`src/rtl/tensor_operand_dispatch.sv`:
```
// Operand dispatcher for one tensor PE lane: latches a micro-op and streams NUM_STEPS beats.
// Optional perf counters are enabled with the TENSOR_DISPATCH_PERF_EN macro.
module tensor_operand_dispatch #(
  parameter int NUM_WARPS = 4,
  parameter int NUM_STEPS = 4,
  parameter int XLEN      = 32,
  localparam int WIDW     = (NUM_WARPS > 1) ? $clog2(NUM_WARPS) : 1,
  localparam int SW       = (NUM_STEPS > 1) ? $clog2(NUM_STEPS) : 1,
  localparam int RDW      = $clog2(XLEN)
) (
  input  logic                      clk,
  input  logic                      reset,
  input  logic                      req_valid,
  output logic                      req_ready,
  input  logic [WIDW-1:0]           req_wid,
  input  logic [RDW-1:0]            req_rd,
  input  logic [1:0]                req_acc_src,
  input  logic                      req_wb,
  input  logic [NUM_STEPS*XLEN-1:0] req_a,
  input  logic [NUM_STEPS*XLEN-1:0] req_b,
  input  logic [NUM_STEPS*XLEN-1:0] req_c,
  input  logic                      flush,
  output logic                      pe_valid,
  input  logic                      pe_ready,
  output logic [XLEN-1:0]           pe_a,
  output logic [XLEN-1:0]           pe_b,
  output logic [XLEN-1:0]           pe_c,
  output logic [1:0]                pe_acc_src,
  output logic                      pe_wb,
  output logic [WIDW-1:0]           pe_wid,
  output logic [RDW-1:0]            pe_rd,
  output logic                      done,
  output logic                      busy
`ifdef TENSOR_DISPATCH_PERF_EN
  ,
  output logic [31:0]               perf_stall_cycles,
  output logic [31:0]               perf_ops
`endif
);

  typedef enum logic {IDLE, ISSUE} state_t;

  localparam logic [1:0]    ACC_SRC_TILE = 2'd2;
  localparam logic [SW-1:0] LAST_STEP    = SW'(NUM_STEPS - 1);

  state_t                         state_q, state_d;
  logic [SW-1:0]                  step_q, step_d;
  logic [WIDW-1:0]                wid_q, wid_d;
  logic [RDW-1:0]                 rd_q, rd_d;
  logic [1:0]                     acc_q, acc_d;
  logic                           wb_q, wb_d;
  logic [NUM_STEPS-1:0][XLEN-1:0] a_q, a_d, b_q, b_d, c_q, c_d;
  logic                           done_q, done_d;
  logic                           busy_q, busy_d;
  logic                           is_last, beat, accept;

  always_comb begin
    is_last   = (step_q == LAST_STEP);
    beat      = (state_q == ISSUE) && pe_ready;
    req_ready = !flush && ((state_q == IDLE) || (beat && is_last));
    accept    = req_valid && req_ready;

    state_d = state_q;
    step_d  = step_q;
    wid_d   = wid_q;
    rd_d    = rd_q;
    acc_d   = acc_q;
    wb_d    = wb_q;
    a_d     = a_q;
    b_d     = b_q;
    c_d     = c_q;
    done_d  = 1'b0;

    if (flush) begin
      state_d = IDLE;
      step_d  = '0;
    end else begin
      if (beat) begin
        if (is_last) begin
          done_d  = 1'b1;
          state_d = IDLE;
        end else begin
          step_d = step_q + SW'(1);
        end
      end
      // A new accept overrides the return to IDLE, giving zero-bubble back-to-back ops.
      if (accept) begin
        state_d = ISSUE;
        step_d  = '0;
        wid_d   = req_wid;
        rd_d    = req_rd;
        acc_d   = req_acc_src;
        wb_d    = req_wb;
        a_d     = req_a;
        b_d     = req_b;
        c_d     = req_c;
      end
    end
    busy_d = (state_d == ISSUE);
  end

  always_ff @(posedge clk or posedge reset) begin
    if (reset) begin
      state_q <= IDLE;
      step_q  <= '0;
      wid_q   <= '0;
      rd_q    <= '0;
      acc_q   <= '0;
      wb_q    <= 1'b0;
      a_q     <= '0;
      b_q     <= '0;
      c_q     <= '0;
      done_q  <= 1'b0;
      busy_q  <= 1'b0;
    end else begin
      state_q <= state_d;
      step_q  <= step_d;
      wid_q   <= wid_d;
      rd_q    <= rd_d;
      acc_q   <= acc_d;
      wb_q    <= wb_d;
      a_q     <= a_d;
      b_q     <= b_d;
      c_q     <= c_d;
      done_q  <= done_d;
      busy_q  <= busy_d;
    end
  end

  assign pe_valid   = (state_q == ISSUE);
  assign pe_a       = a_q[step_q];
  assign pe_b       = b_q[step_q];
  assign pe_c       = c_q[step_q];
  assign pe_acc_src = (step_q == '0) ? acc_q : ACC_SRC_TILE;
  assign pe_wb      = wb_q && is_last;
  assign pe_wid     = wid_q;
  assign pe_rd      = rd_q;
  assign done       = done_q;
  assign busy       = busy_q;

`ifdef TENSOR_DISPATCH_PERF_EN
  logic [31:0] stall_q, stall_d, ops_q, ops_d;

  // Saturating counters; flush deliberately leaves them untouched.
  always_comb begin
    stall_d = stall_q;
    ops_d   = ops_q;
    if (pe_valid && !pe_ready && (stall_q != '1)) stall_d = stall_q + 32'd1;
    if (done_d && (ops_q != '1)) ops_d = ops_q + 32'd1;
  end

  always_ff @(posedge clk or posedge reset) begin
    if (reset) begin
      stall_q <= '0;
      ops_q   <= '0;
    end else begin
      stall_q <= stall_d;
      ops_q   <= ops_d;
    end
  end

  assign perf_stall_cycles = stall_q;
  assign perf_ops          = ops_q;
`endif

endmodule

```
`config.mk`:
```
export PLATFORM = sky130hd
export DESIGN_NAME = tensor_operand_dispatch
export DESIGN_NICKNAME = d
export VERILOG_FILES = /design/src/rtl/tensor_operand_dispatch.sv
export SDC_FILE = /design/constraint.sdc
export NUM_CORES = 1
export LEC_CHECK = 0
export ABC_CLOCK_PERIOD_IN_PS = 22300
export BUFFER_PORTS_ARGS = -buffer_cell sky130_fd_sc_hd__clkbuf_2
export CORE_MARGIN = 3
export CORE_UTILIZATION = 29
export CTS_CLUSTER_SIZE = 14
export DETAILED_ROUTE_END_ITERATION = 10
export PLACE_DENSITY_LB_ADDON = 0.08
export SLEW_MARGIN = 40
export SYNTH_ARGS = -nofsm -noshare
export SYNTH_HDL_FRONTEND = slang
export SYNTH_SLANG_ARGS = --single-unit
```
`constraint.sdc`:
```
create_clock -name clk -period 22.3 [get_ports clk]
set_input_delay 0 -clock clk [delete_from_list [all_inputs] [get_ports clk]]
set_output_delay 0 -clock clk [all_outputs]
set_load 0.01 [all_outputs]
```
==> results of run 1 <==
[timing repair]
item                                   4_1_cts  5_1_grt
endpoints found under the hold margin      479        0
buffers inserted                             0        0
hold buffers                               401        0
[cell type report]
type,instances,share of cell area (%)
antenna,7,0.06401
inverter,3,0.06858
timing repair buffer,925,24.90
multi-input combinational,506,28.82
clock buffer,86,5.766
sequential,398,36.42
clock inverter,4,0.09602
tap,846,3.868
[layer usage]
layer	track usage (%)	up-vias	share of wire [%]
met1	20.82	6064	43
met4	4.336	4	2.2
met2	25.97	310	48
met3	4.260	76	6.4
met5	0	-	0.039
li1	-	5458	-
[power by group]
group | leakage, uW | total, uW | internal (uW) | switching (uW)
sequential | 0.00469 | 938 | 861 | 76.8
combinational | 0.00703 | 501 | 331 | 170
clock | 0.000785 | 793 | 475 | 317
[synth_stat cells (all sizes together)]
master | n | area (sq um)
a21boi | 1 | 11.26
and2 | 2 | 12.51
and4b | 1 | 10.01
buf | 58 | 865.8
clkbuf | 9 | 33.78
dfrtp | 398 | 9960
ha | 2 | 25.02
inv | 3 | 11.26
mux2 | 394 | 5593
mux2i | 1 | 10.01
mux4 | 96 | 2162
nand2b | 1 | 6.260
nand3b | 1 | 7.510
nor2 | 3 | 11.26
nor3 | 2 | 10.01
nor3b | 1 | 12.51
xnor2 | 1 | 8.760
[worst paths after layout]
path                            slack (ns)  cells past startpoint        end
min in group clk                      0.19                      3   c_q[100]
worst min-delay path                  0.06                      3    b_q[19]
worst max-delay path                 18.65                      7    b_q[74]
max in group asynchronous            20.58                      5  step_q[1]
worst min register to register        0.50                      1   b_q[103]
worst max register to register       18.65                      7    b_q[74]
[cell families after synthesis]
kind of cell	after synthesis	share of synthesized area, %
AO/OA/AOI/OAI	1	0.06005
adder cells (fa/ha/maj)	2	0.1334
AND/OR/NAND/NOR	11	0.3737
flip-flops	398	53.12
XOR/XNOR	1	0.04672
buffers and inverters	70	4.858
multiplexers	491	41.41
[metrics by stage]
| step | util, % | setup slack [ns] | hold slack (ns) | instance area (sq um) | std cells |
|---|---|---|---|---|---|
| finish | 43.07 | 18.65 | 0.05792 | 27370 | 2775 |
| global route | 43.06 | 18.39 | 0.1004 | 27360 | 2773 |
| CTS | 42.98 | 18.54 | 0.05360 | 27310 | 2767 |
| detailed placement | 34.14 | 18.56 | 0.1370 | 21690 | 2276 |
| global placement | 34.00 | 18.52 | 0.1438 | 21600 | 2273 |
| floorplan | - | 11.23 | 0.04753 | 18750 | 974 |
[critical path, delay by kind of cell, from the launching register on]
family,cells,cell delay (ns)
buf+inv,3,1.29
flops,1,0.96
mux,1,0.39
fa+ha+maj,1,0.35
simple gates,1,0.28
compound gates,1,0.10
[flip-flops by register name, indices dropped and copies added, names as in the netlist]
name / cells
a_q: 128
b_q: 128
c_q: 128
pe_rd: 5
acc_q: 2
pe_wid: 2
step_q: 2
busy: 1
done: 1
wb_q: 1
==> results.toml, run 1 <==
[final_layout]
area_growth_pct = 45.94
nFillCells = 5896
drive_above_1_share_pct = 56.76
seqCellArea_sq_um = 9967
final_common_cell = "clkbuf_2"
nNetsFinal = 2284
multi_input_area_sq_um = 7886
final_cell_mix = "clkbuf_2, dlygate4sd3_1, dfrtp_1"

[global_routing]
grt_remaining_overflow = 0
grt_pass1_wl_microns = 83900
grt_max_degree = 137
antenna_found_initial = 9
grt_usage_pct = 15.88
grt_pass1_vias = 13800

[die]
placementRows = 92
core_sq_um = 63540
ios = 509
die_h_microns = 260.3
die_w_microns = 260.3
dieArea_sq_um = 67740
initial_core_util_pct = 29.51

[yosys]
ys_types = 22
synth_seq_area_share_pct = 53.12
synth_nets = 1375
ys_warn_count = 0
postSynthCellCount = 974
syn_avg_cell_area_sq_um = 19.25
synth.ff_latch_count = 398
netlist_area_sq_um = 18750

[worst_setup_path]
startpoint = "step_q[1]"
critical_path_arrival_ns = 4.11
crit_path_max_fanout = 70
crit_path_end_kind = "flip-flop"
crit_path_top_delay_cell = "dfrtp_4"
cp_slowest_stage_delay_ns = 0.96
r2r-start = "step_q[1]"
criticalPathCategory = "reg2reg"
worstPathCellList = "ha_1 > a21boi_2 > nor3b_4 > buf_4 > buf_12 > buf_16 > mux2_2"
cp-start-kind = "flip-flop"
crit_required_ns = 22.76

[power]
peakVddDrop_v = 0.00005279
fin_total_pwr_uw = 2232
pwr_density_cell_nw_per_um2 = 81.56
p_leak_uw = 0.01251

[sta]
period_needed_ns = 3.653
fmax_mhz = 273.8
drv_slew = 0
totalNegativeSetupSlack_ns = 0
relSlewSlack_pct = 44.09
hold_violations = 0
final_min_period_over_clock_period_pct = 16.38
rsz0062_at_grt = "no"
tightest_slew_ns = 0.8386
finalSetupViolCount = 0
clock_skew_ns = 0.01881

[clocking]
clock_latency_ns = 0.58
clk_path_buf_depth = 3
ctsResizeCount = 0
clkTransAtPathRegs_ns = 0.06
cts-root-buf = "clkbuf_16"
cts-htree-levels = 2
tritoncts = "yes"
cts.sinks = 398
cts_buffers = 49

[detailed_routing]
drt_first_pass_iters = 4
vias = 11910
wl_per_cell_microns = 19.46
drc = 0
drt_wl_total_microns = 54010
postRouteAntennaNets = 0
first_iter_violations = 491
vias_per_cell = 4.293

[flow_run]
cap_violations = 0

[placement]
dp_hpwl_microns = 36580
portBuffers = 508
routabilityCongestion = 0.7385

[hold_path]
hold_path.class = "in2async"

[outcome]
status = "complete, no violations"
Note: power is estimated with default switching activity, not from simulation.
==> run 2, diff against run 1 <==
--- a/config.mk
+++ b/config.mk
@@ -5,7 +5,7 @@
 export SDC_FILE = /design/constraint.sdc
 export NUM_CORES = 1
 export LEC_CHECK = 0
-export ABC_CLOCK_PERIOD_IN_PS = 22300
+export ABC_CLOCK_PERIOD_IN_PS = 3050
 export BUFFER_PORTS_ARGS = -buffer_cell sky130_fd_sc_hd__clkbuf_2
 export CORE_MARGIN = 3
 export CORE_UTILIZATION = 29
==> constraint.sdc (replaced) <==
create_clock -name clk -period 3.05 [get_ports clk]
set_input_delay 0 -clock clk [delete_from_list [all_inputs] [get_ports clk]]
set_output_delay 0 -clock clk [all_outputs]
set_load 0.01 [all_outputs]
==> run 2 against run 1 <==
  * Clock power increased to 7.4 times the previous value
  * Worst setup slack lost 18 ns
  * First-iteration DRC count down 2.2%
  * Clock skew shrank 0.0088 ns
  * Sequential power increased to 7.3 times the previous value
  * Sequential share of layout area fell by 0.17 points
  * Combinational power rose to 7.4 times the previous value
==> results.toml, run 2 (synthesis results as in run 1) <==
[outcome]
status = "complete, no violations"

[detailed_routing]
vias_per_cell = 4.329
drc = 0
wl_per_cell_microns = 19.50
drt_wl_total_microns = 54200
postRouteAntennaNets = 0
drt_first_pass_iters = 4
first_iter_violations = 480
vias = 12030

[worst_setup_path]
path_depth = 4
reg2reg_slack_ns = 0.72
criticalPathCategory = "reg2out"
crit_path_top_delay_cell = "mux4_2"
r2r-start = "step_q[0]"
cpLargestDelayFamily = "buffers and inverters"
crit_path_max_fanout = 50
rr_worst_depth = 6
crit_required_ns = 3.05
crit_buf_inv = 3
worstPathCellList = "buf_12 > buf_16 > mux4_2 > clkbuf_2"
cp_slowest_stage_delay_ns = 0.61
critical_path_arrival_ns = 2.62
cp-start-kind = "flip-flop"
rr_endpoint = "a_q[54]"
crit_path_end_kind = "primary output"

[final_layout]
multi_input_area_sq_um = 7886
area_growth_pct = 46.61
finalNonFillerCells = 2779
nFillCells = 5841
seqCellArea_sq_um = 9967
drive_above_1_share_pct = 57.34
reg.largest.list = "a_q (128), b_q (128), c_q (128)"
post-route-util_pct = 43.26
nNetsFinal = 2295
final_common_cell = "clkbuf_2"
final_cell_mix = "clkbuf_2, dlygate4sd3_1, dfrtp_1"

[clocking]
cts_buffers = 48
clock_latency_ns = 0.56
clk_path_buf_depth = 3
tritoncts = "yes"
cts.sinks = 398
clkTransAtPathRegs_ns = 0.06
cts-htree-levels = 2
cts_setup_buffers = 0
cts-root-buf = "clkbuf_16"

[sta]
drv_slew = 0
clock_skew_ns = 0.009988
finalSetupViolCount = 0
layout_setup_ws_ns = 0.4329
totalNegativeSetupSlack_ns = 0
relSlewSlack_pct = 48.76
period_needed_ns = 2.617
fin_hold_ws_ns = 0.1213
tightest_slew_ns = 0.7670
hold_violations = 0
final_min_period_over_clock_period_pct = 85.81
rsz0062_at_grt = "no"
fmax_mhz = 382.1

[placement]
portBuffers = 508
routabilityCongestion = 0.7548
dp_hpwl_microns = 37200
placed_cells = 2289
pre_cts_slack_ns = 0.6862

[power]
p_leak_uw = 0.01258
combPwrFrac_pct = 22.5
netSwitchingFraction_pct = 24.97
cell_internal_pwr_uw = 12310
peakVddDrop_v = 0.0003521
power_switching_uw = 4096
power_frac_clock_pct = 35.8
pwr_density_cell_nw_per_um2 = 596.7
power_frac_seq_pct = 41.7

[die]
die_w_microns = 260.3
ios = 509
dieArea_sq_um = 67740
placementRows = 92
die_h_microns = 260.3
core_sq_um = 63540
initial_core_util_pct = 29.51

[global_routing]
grt_usage_pct = 15.87
grt_max_degree = 99
grt_pass1_vias = 13620
grt_pass1_wl_microns = 83350
grt_remaining_overflow = 0
antenna_found_initial = 8

[hold_path]
hold_path.class = "in2async"

[flow_run]
cap_violations = 0
run 2: changes by cell type in the layout (fill, tap and decap cells not counted):
cell	change
buf_16	-2
clkbuf_1	-9
diode_2	-1
clkbuf_8	-4
buf_6	-7
inv_6	-1
buf_4	+12
clkinv_2	+6
buf_12	+9
bufinv_16	+4
clkbuf_16	-2
inv_8	-1
run 2: layout make-up:
class / count / area share [%]
Antenna cell: 6 / 0.05462
Multi-Input combinational cell: 506 / 28.69
Clock buffer: 71 / 5.234
Inverter: 3 / 0.05462
Timing Repair Buffer: 937 / 25.28
Tap cell: 846 / 3.851
Clock inverter: 12 / 0.5826
Sequential cell: 398 / 36.26
run 2: how the worst max path moves through the flow:
stage,start,to
detailed placement,step_q[0],pe_wid[1]
floorplan,reset,a_q[0]
global placement,step_q[0],a_q[49]
CTS,step_q[0],pe_c[7]
global route,step_q[0],pe_c[7]
finish,step_q[0],pe_c[7]
run 2: worst register-to-register path, cell delays in order, from the launching register on:
cell and delay [ns]:
dfrtp_4 0.42, ha_1 0.22, a21boi_2 0.10, nor3b_4 0.30
buf_12 0.33, buf_4 0.48, mux2_4 0.36
run 2: metal layers:
layer / share of wire [%] / GRT usage [%]
met5: 0.042 / 0
met4: 2.0 / 4.011
met3: 6.4 / 4.134
met2: 48 / 25.74
met1: 44 / 21.19
run 2: metrics by stage:
step / total power, uW / area [sq um]
finish: 16400 / 27490
detailed placement: 10230 / 21860
floorplan: 9172 / 18750
global placement: 10180 / 21830
CTS: 16700 / 27480
global route: 17260 / 27490
run 2: power groups by stage:
| stage | Sequential, uW | Combinational, uW | Clock, uW |
|---|---|---|---|
| final | 6840 | 3690 | 5870 |
| after global routing | 6980 | 3960 | 6330 |
| after CTS | 6850 | 3760 | 6090 |
| after detailed placement | 6920 | 3300 | 0 |
| after global placement | 6930 | 3260 | 0 |
| after floorplan | 6740 | 2430 | 0 |
run 2: timing repair:
item / in CTS / in global routing
hold buffers: 401 / 0
hold endpoints to repair: 407 / 0
gates resized for setup: 0 / 0
setup endpoints to repair: 0 / 0
